`config.mk`:
```
export PLATFORM = sky130hd
export DESIGN_NAME = mem_access_unit
export DESIGN_NICKNAME = d
export VERILOG_FILES = /design/src/rtl/mips_mem_pkg.sv /design/src/rtl/mem_lane_align.sv /design/src/rtl/mem_access_unit.sv
export SDC_FILE = /design/constraint.sdc
export NUM_CORES = 1
export LEC_CHECK = 0
export CAP_MARGIN = 20
export CORE_MARGIN = 10
export CORE_UTILIZATION = 41
export CTS_CLUSTER_DIAMETER = 100
export DETAILED_ROUTE_END_ITERATION = 8
export GPL_TIMING_DRIVEN = 0
export MAX_ROUTING_LAYER = met4
export PLACE_DENSITY = 0.86
export SYNTH_ARGS = -nofsm -noshare
export SYNTH_HDL_FRONTEND = slang
export SYNTH_SLANG_ARGS = --single-unit
```
`constraint.sdc`:
```
create_clock -name clk -period 2.57 [get_ports clk]
set_input_delay 0.514 -clock clk [delete_from_list [all_inputs] [get_ports clk]]
set_output_delay 0.514 -clock clk [all_outputs]
set_load 0.05 [all_outputs]
```
`src/rtl/mips_mem_pkg.sv`:
```
// Shared definitions for the sub-word memory access unit.
package mips_mem_pkg;

   localparam int DEPTH_LOG2_DEF = 8;

   localparam logic [1:0] SZ_BYTE = 2'b00;
   localparam logic [1:0] SZ_HALF = 2'b01;
   localparam logic [1:0] SZ_WORD = 2'b10;

   typedef enum logic [1:0] {
      ST_IDLE = 2'b00,
      ST_RD   = 2'b01,
      ST_WR   = 2'b10,
      ST_DONE = 2'b11
   } state_t;

   // A request is usable only with exactly one of read/write and natural alignment.
   function automatic logic req_legal(input logic rd, input logic wr,
                                      input logic [1:0] sz, input logic [1:0] lsb);
      logic ok;
      ok = (rd ^ wr);
      if (sz == 2'b11)                       ok = 1'b0;
      if (sz == SZ_HALF && lsb[0])           ok = 1'b0;
      if (sz == SZ_WORD && lsb != 2'b00)     ok = 1'b0;
      return ok;
   endfunction

endpackage

```
`src/rtl/mem_lane_align.sv`:
```
// Combinational lane logic: load extract/extend and store lane merge.
module mem_lane_align
   import mips_mem_pkg::*;
(
   input  logic [1:0]  size,
   input  logic [1:0]  offset,
   input  logic        is_unsigned,
   input  logic [31:0] load_word,
   input  logic [31:0] store_old,
   input  logic [31:0] store_data,
   output logic [31:0] load_value,
   output logic [31:0] merged_word
);

   logic [7:0]  lane_byte;
   logic [15:0] lane_half;

   // Pick the addressed lane and extend it to a full word.
   always_comb begin
      lane_byte  = load_word[{offset, 3'b000} +: 8];
      lane_half  = load_word[{offset[1], 4'b0000} +: 16];
      load_value = load_word;
      case (size)
         SZ_BYTE: load_value = {{24{~is_unsigned & lane_byte[7]}}, lane_byte};
         SZ_HALF: load_value = {{16{~is_unsigned & lane_half[15]}}, lane_half};
         default: load_value = load_word;
      endcase
   end

   // Replace only the addressed lane(s) of the old word; word stores pass through.
   always_comb begin
      merged_word = store_old;
      case (size)
         SZ_BYTE: merged_word[{offset, 3'b000} +: 8]     = store_data[7:0];
         SZ_HALF: merged_word[{offset[1], 4'b0000} +: 16] = store_data[15:0];
         default: merged_word = store_data;
      endcase
   end

endmodule

```
`src/rtl/mem_access_unit.sv`:
```
// Byte/half/word load-store sequencer in front of a word-only data memory.
//
//   state   | meaning
//   --------+------------------------------------------------------------
//   IDLE    | waiting for start; rejects illegal requests with err
//   RD      | mem_read, capture word (load result or RMW buffer)
//   WR      | mem_write of merged (sub-word) or raw (word) store data
//   DONE    | done pulse, then back to IDLE
module mem_access_unit
   import mips_mem_pkg::*;
#(
   parameter int DEPTH_LOG2 = DEPTH_LOG2_DEF
) (
   input  logic        clk,
   input  logic        reset,
   input  logic        start,
   input  logic        MemRead,
   input  logic        MemWrite,
   input  logic [1:0]  size,
   input  logic        is_unsigned,
   input  logic [31:0] Address,
   input  logic [31:0] Write_Data,
   output logic [31:0] mem_addr,
   output logic [31:0] mem_wdata,
   output logic        mem_read,
   output logic        mem_write,
   input  logic [31:0] mem_rdata,
   output logic [31:0] Load_Data,
   output logic        done,
   output logic        busy,
   output logic        err
);

   state_t                  state;
   logic [DEPTH_LOG2+1:0]   addr_q;
   logic [1:0]              size_q;
   logic                    uns_q;
   logic                    store_q;
   logic [31:0]             wdata_q;
   logic [31:0]             buf_q;
   logic                    rd_q;
   logic                    wr_q;
   logic [31:0]             load_value;

   // Upper address bits never reach the memory; the index wraps.
   logic unused_addr_bits;
   assign unused_addr_bits = ^Address[31:DEPTH_LOG2+2];

   assign mem_addr  = {{(32-DEPTH_LOG2){1'b0}}, addr_q[DEPTH_LOG2+1:2]};
   assign mem_read  = rd_q;
   assign mem_write = wr_q & ~reset;

   mem_lane_align u_align (
      .size        (size_q),
      .offset      (addr_q[1:0]),
      .is_unsigned (uns_q),
      .load_word   (mem_rdata),
      .store_old   (buf_q),
      .store_data  (wdata_q),
      .load_value  (load_value),
      .merged_word (mem_wdata)
   );

   // Sequencer with registered strobes; reset aborts any in-flight access.
   always_ff @(posedge clk) begin
      if (reset) begin
         state     <= ST_IDLE;
         addr_q    <= '0;
         size_q    <= '0;
         uns_q     <= 1'b0;
         store_q   <= 1'b0;
         wdata_q   <= '0;
         buf_q     <= '0;
         rd_q      <= 1'b0;
         wr_q      <= 1'b0;
         Load_Data <= '0;
         done      <= 1'b0;
         busy      <= 1'b0;
         err       <= 1'b0;
      end else begin
         done <= 1'b0;
         err  <= 1'b0;
         case (state)
            ST_IDLE: begin
               if (start) begin
                  addr_q  <= Address[DEPTH_LOG2+1:0];
                  size_q  <= size;
                  uns_q   <= is_unsigned;
                  store_q <= MemWrite;
                  wdata_q <= Write_Data;
                  if (!req_legal(MemRead, MemWrite, size, Address[1:0])) begin
                     err <= 1'b1;
                  end else if (MemWrite && size == SZ_WORD) begin
                     state <= ST_WR;
                     wr_q  <= 1'b1;
                     busy  <= 1'b1;
                  end else begin
                     state <= ST_RD;
                     rd_q  <= 1'b1;
                     busy  <= 1'b1;
                  end
               end
            end
            ST_RD: begin
               buf_q <= mem_rdata;
               rd_q  <= 1'b0;
               if (store_q) begin
                  state <= ST_WR;
                  wr_q  <= 1'b1;
               end else begin
                  Load_Data <= load_value;
                  state     <= ST_DONE;
                  done      <= 1'b1;
               end
            end
            ST_WR: begin
               wr_q  <= 1'b0;
               state <= ST_DONE;
               done  <= 1'b1;
            end
            default: begin
               busy  <= 1'b0;
               state <= ST_IDLE;
            end
         endcase
      end
   end

endmodule

```
# Yosys cells after proc, flatten, opt, wreduce, memory -nomap -nowiden
# Index checks and enable logic that the tools add are counted.
word_totals:
  reg_bits: 117
  output_inout_bits: 101
  wordCells: 88
op_classes:
  shifts: 6
  bitwise_logic: 10
  reduce_logical: 16
  eq_ne: 11
  add_sub_neg: 2
  mux: 30
op_table:
  columns: ["operator", "n"]
  rows:
  - ["$pmux 32 s2", 2]
  - ["$bwmux 32", 2]
  - ["$shift 16x7->32 const A", 1]
  - ["$shift 8x7->32 const A", 1]
  - ["$shiftx 16x7->32", 1]
  - ["$shiftx 32x6->16", 1]
  - ["$shiftx 32x6->8", 1]
  - ["$shiftx 8x7->32", 1]
  - ["$mux 1", 18]
  - ["$neg 5->7", 2]
  - ["$ne 2x2->1 const B", 5]
  - ["$eq 2x1->1 const B", 3]
  - ["$eq 2x2->1 const B", 3]
  - ["$mux 2", 3]
  - ["$not 1->1", 6]
  - ["$pmux 1 s2", 3]
  - ["$pmux 2 s3", 1]
  - ["$reduce_and 2->1", 3]
  - ["$reduce_and 5->1", 1]
  - ["$logic_not 2->1", 2]
  - ["$reduce_and 4->1", 1]
  - ["$reduce_bool 2->1", 2]
  - ["$and 1x1->1", 3]
  - ["$logic_and 1x1->1", 3]
  - ["other kinds (6)", 6]

# Depth between registers and ports, before layout
# Gate-level depths: netlist of run 1.
logic_depth:
  ltp_word: 10
  ltp_mapped: 9
  mapped_depth_nobuf: 6

# Cells and area by module
# From an unflattened synthesis of run 1, not the netlist that was laid out.
hier_totals:
  cells_unflattened: 829
  area_unflattened_um2: 6471.2
modules_own_cells:
  columns: ["module", "area_each_um2", "seq_area_each_um2", "cells_each", "instances"]
  rows:
  - ["mem_access_unit", 4426.7, 2342.2, 524, 1]
  - ["mem_lane_align", 2044.5, 0.0, 305, 1]

# Worst setup path after synthesis of run 1
# Ideal clock, no wire load.
synth_timing:
  path_kind: "register -> output"
  from: "register addr_q[1]"
  to: "output port mem_wdata[16]"
  arrival_ns: 2.810
  slack_ns: -0.754
  path_buffers: 1
  stages_incl_launch_ff: 8
  required_time_ns: 2.056
  cell_sequence: "dfxtp_1 -> buf_2 -> inv_1 -> ha_1 -> or3b_1 -> nor3b_2 -> a21oi_1 -> o221ai_1"
synth_between:
  elab_chain_len: 4
synth_rtl:
  columns: ["element", "line_no", "text"]
  rows:
  - ["from (decl)", "mem_access_unit.sv:35", "logic [DEPTH_LOG2+1:0] addr_q;"]
  - ["from (signal assigned)", "mem_access_unit.sv:86", "addr_q <= Address[DEPTH_LOG2+1:0];"]
  - ["$neg 5->7 (on tied branches)", "mem_lane_align.sv:35, mem_lane_align.sv:34", null]
  - ["$shiftx 16x7->32, or another cell as far along", "mem_lane_align.sv:35", "SZ_HALF: merged_word[{offset[1], 4'b0000} +: 16] = store_data[15:0];"]
  - ["$bwmux 32 (on tied branches)", "mem_lane_align.sv:35, mem_lane_align.sv:34", null]
  - ["$pmux 32 s2 *", "mem_lane_align.sv:33", "case (size)"]
  - ["to (decl)", "mem_access_unit.sv:24", "output logic [31:0] mem_wdata,"]
# Every way passes the cells marked *; elsewhere a longest branch is shown, timed or not.

# Final worst setup path of run 1
layout_timing:
  from: "register addr_q[1]"
  to: "output port mem_wdata[20]"
# The elaborated chain is that of the path after synthesis.

==> flow_summary_export.csv, run 1 <==
group,metric,value,unit
global_routing,first_global_vias,6036,
yosys,synthArstFlopShare,0,%
global_routing,grt_use_total,22.1,%
route,via_per_inst,5.48,
route,drt_pass1_iterations,7,
placement,place.port_buffers,157,
yosys,postSynth.topFlopCell,"sky130_fd_sc_hd__dfxtp_1",
sta,finalCriticalPeriod,3.20,ns
yosys,post-synth-top-area-cell,"sky130_fd_sc_hd__dfxtp_1",
placement,placer_congestion,0.929,
sta,clock_skew,0.00814,ns
placement,preCtsSetupSlack,-0.993,ns
run_status,violated_checks,"negative setup slack",
sta,rsz0062_at_grt,"yes",
route,wire_per_inst,19.7,um
yosys,yosys_warnings,0,
sta,timing.fmax,313,MHz
die,starting_density_of_the_core,42.1,%
route,drt_iter0_markers,612,
yosys,synth_area_leaders,"sky130_fd_sc_hd__dfxtp_1 40%, sky130_fd_sc_hd__nand2_1 8.8%, sky130_fd_sc_hd__mux2i_1 8.5%",
global_routing,grt_first_pass_wirelength,33500,um
sta,finalCritPeriodShare,124,%
yosys,post_synth_instance_area,5870,um2
sta,slew_viols_final,0,
min_path,hold_path.startpoint,"addr_q[7]",
cts,cts_made_buffers,17,
sta,whs,0.453,ns
route,wl_met3,2070,um
cts,tritoncts_clock_tree,"yes",
flow_run,drv.max_cap_violation_count,0,
cells_and_area,areaGrowthSynthToFinish,57.7,%
die,number_of_top_level_design_ports,205,
cts,insertion_delay,0.43,ns
cells_and_area,drive_above_1_share,23.5,%
route,dr_wl_met2,10200,um
sta,timing.max_slew.rel_slack,46.4,%
die,row_count,43,
cts,post_cts_hold_buffer_count,0,
critical_path,critPathLaunch,"addr_q[1]",
die,die_x,140,um
power,vdd_ir_drop_max,0.523,mV
route,drt-met1-wl,9050,um
power,leakagePower,3.50,nW
sta,tns,-16.56,ns
cts,path_clk_slew,0.06,ns
critical_path,end_kind,"output pin",
die,full_die_area,19500,um2
critical_path,r2r_start,"state[1]",
sta,worst_pin_slew,0.797,ns
route,drt_wl_total,22100,um
placement,post-dp-hpwl,15800,um
yosys,synth_edf_count,0,
min_path,holdCritPathClass,"reg -> reg",
run_status,run_status,"finished with violations",
placement,dp.cells,1063,
sta,finalSetupViolations,32,
global_routing,grt_antenna_before_repair,0,
cts,ctsHtreeMaxLevel,4,
yosys,yosys_register_bits,117,
yosys,post_synth.cell_area_avg,8.35,um2
yosys,synth_sequential_area_ratio,39.9,%
die,die_h,140,um
cells_and_area,layout_cells_excl_fill,1124,
yosys,post_synth_inst_count,703,
cells_and_area,layout.nets,1044,
critical_path,worstSetupPathType,"reg -> out",
yosys,synth_cell_type_count,49,
cts,max-clock-path-buffers,2,
route,highest_metal_layer_with_signal_wires,"met4",
critical_path,cp_data_arrival_time,2.68,ns
global_routing,globalRouteOverflowTotal,0,
critical_path,critical_path.max_fanout,8,
sta,layout_setup_ws,-0.629,ns
critical_path,setup.worst_path.start_class,"register",
route,ant_nets,0,
cells_and_area,diodes,0,
power,power_per_cell_area,1040,nW/um2
sta,report.final.hold_viol_count,0,
global_routing,grt_max_degree,17,
route,drc,0,
cts,cts_root_buffer,"sky130_fd_sc_hd__clkbuf_16",
route,num_vias,6155,
cts,cts_sinks,117,
die,core_area,13900,um2
yosys,synthDominantCellAreaShare,39.9,%
critical_path,critPathRequiredTime,2.06,ns
==> through the flow <==
| stage | total power, mW | cell area, um2 | utilization (%) |
|---|---|---|---|
| 3_5_place_dp | 6.83 | 8100 | 58.1 |
| 2_1_floorplan | 5.55 | 6300 | - |
| 6_report | 9.63 | 9260 | 66.4 |
| 4_1_cts | 9.48 | 9130 | 65.5 |
| 5_1_grt | 10.0 | 9260 | 66.4 |
| 3_3_place_gp | 6.77 | 8100 | 58.1 |
==> worst max-delay path, cell delays in order, from the launching register on <==
cell and delay, ns:
sky130_fd_sc_hd__dfxtp_4 0.37, sky130_fd_sc_hd__buf_8 0.11, sky130_fd_sc_hd__clkinvlp_4 0.17, sky130_fd_sc_hd__ha_4 0.32, sky130_fd_sc_hd__or3b_4 0.41, sky130_fd_sc_hd__nor3b_4 0.21, sky130_fd_sc_hd__buf_6 0.17, sky130_fd_sc_hd__a21oi_2 0.08
sky130_fd_sc_hd__o221ai_4 0.21, sky130_fd_sc_hd__buf_6 0.19
==> cells in the final DEF, fill, tap and decap left out, types with 3 or more instances in the layout <==
master / count
sky130_fd_sc_hd__nand2_1: 136
sky130_fd_sc_hd__buf_6: 35
sky130_fd_sc_hd__conb_1: 24
sky130_fd_sc_hd__inv_2: 6
sky130_fd_sc_hd__clkbuf_2: 3
sky130_fd_sc_hd__nand3b_1: 8
sky130_fd_sc_hd__clkinvlp_4: 4
sky130_fd_sc_hd__buf_8: 13
sky130_fd_sc_hd__o22ai_1: 4
sky130_fd_sc_hd__a21oi_2: 10
sky130_fd_sc_hd__nor3_1: 3
sky130_fd_sc_hd__buf_2: 5
sky130_fd_sc_hd__dfxtp_1: 115
sky130_fd_sc_hd__clkbuf_8: 3
sky130_fd_sc_hd__buf_4: 57
sky130_fd_sc_hd__a21oi_4: 4
sky130_fd_sc_hd__a211oi_1: 32
sky130_fd_sc_hd__a21oi_1: 55
sky130_fd_sc_hd__clkbuf_16: 17
sky130_fd_sc_hd__nor2_1: 62
sky130_fd_sc_hd__clkbuf_1: 24
sky130_fd_sc_hd__clkdlybuf4s50_1: 125
sky130_fd_sc_hd__ha_1: 6
sky130_fd_sc_hd__a22o_1: 8
sky130_fd_sc_hd__mux2_2: 8
sky130_fd_sc_hd__o21ai_0: 7
sky130_fd_sc_hd__buf_1: 6
sky130_fd_sc_hd__inv_1: 7
sky130_fd_sc_hd__a222oi_1: 14
sky130_fd_sc_hd__mux2i_1: 50
sky130_fd_sc_hd__nor2b_1: 18
sky130_fd_sc_hd__ha_4: 3
sky130_fd_sc_hd__o221ai_4: 16
sky130_fd_sc_hd__clkinv_4: 6
sky130_fd_sc_hd__and2b_1: 3
==> power breakdown <==
part | internal (mW) | total (mW) | switching (mW) | leakage, nW
clock network | 1.46 | 2.37 | 0.912 | 0.284
registers | 2.23 | 2.56 | 0.331 | 0.959
logic | 1.79 | 4.70 | 2.90 | 2.26
==> timing repair <==
action | in CTS | in global routing
resized for setup | 275 | 16
pin swaps | 18 | 14
setup endpoints to repair | 32 | 32
buffers inserted | 25 | 6
==> registers in the layout, indices dropped and copies added, names as in the netlist, 2 cells and up <==
| signal | flops |
|---|---|
| state | 2 |
| addr_q | 10 |
| Load_Data | 32 |
| buf_q | 32 |
| size_q | 2 |
| wdata_q | 32 |
==> cell type report <==
class	count	area, um2
Timing Repair Buffer	188	1920
Fill cell	1053	4680
Multi-Input combinational cell	510	3570
Sequential cell	117	2350
Buffer	82	529
Clock inverter	13	150
Tap cell	180	225
Clock buffer	19	443
Inverter	15	63.8
==> routing by layer <==
layer  GRT usage (%)  vias up
met1            26.5     2844
met4            10.9        0
met2            33.7      380
met5               -        -
met3            5.65       66
li1                -     2865
==> cell usage after synthesis (9+ instances only) <==
cell type,number
sky130_fd_sc_hd__nor2b_1,18
sky130_fd_sc_hd__o221ai_1,16
sky130_fd_sc_hd__a211oi_1,33
sky130_fd_sc_hd__nor2_1,64
sky130_fd_sc_hd__ha_1,9
sky130_fd_sc_hd__a222oi_1,14
sky130_fd_sc_hd__mux2i_1,50
sky130_fd_sc_hd__a22o_1,10
sky130_fd_sc_hd__buf_4,35
sky130_fd_sc_hd__dfxtp_1,117
sky130_fd_sc_hd__inv_1,15
sky130_fd_sc_hd__a21oi_1,68
sky130_fd_sc_hd__nand2_1,137
sky130_fd_sc_hd__clkbuf_1,30
==> final timing paths <==
kind                   endpoint  slack, ns  depth (start not counted)
hold reg to reg       addr_q[7]       0.45                          2
setup / recovery  mem_wdata[20]      -0.63                          9
setup reg to reg      size_q[0]       0.26                          9
hold / removal        addr_q[7]       0.45                          2
==> logic make-up (layout without fill, tap and decap cells) <==
logic type               count (synthesis)  after routing  synth area share, %
AND/OR/NAND/NOR                        249            249                 18.6
AO/OA/AOI/OAI                          169            169                 20.0
flip-flops                             117            117                 39.9
buffers and inverters                   99            317                 9.27
multiplexers                            58             58                 10.1
adder cells (fa/ha/maj)                  9              9                 1.92
other                                    1             24               0.0639
XOR/XNOR                                 1              1                0.149
Power figures use the tool's default switching activity.
==> run 2, diff against run 1 <==
--- a/config.mk
+++ b/config.mk
@@ -13,6 +13,7 @@
 export GPL_TIMING_DRIVEN = 0
 export MAX_ROUTING_LAYER = met4
 export PLACE_DENSITY = 0.86
+export SLEW_MARGIN = 20
 export SYNTH_ARGS = -nofsm -noshare
 export SYNTH_HDL_FRONTEND = slang
 export SYNTH_SLANG_ARGS = --single-unit
==> results of run 2 <==
Same layout as run 1: the final DEF is identical, and so are final timing and power.
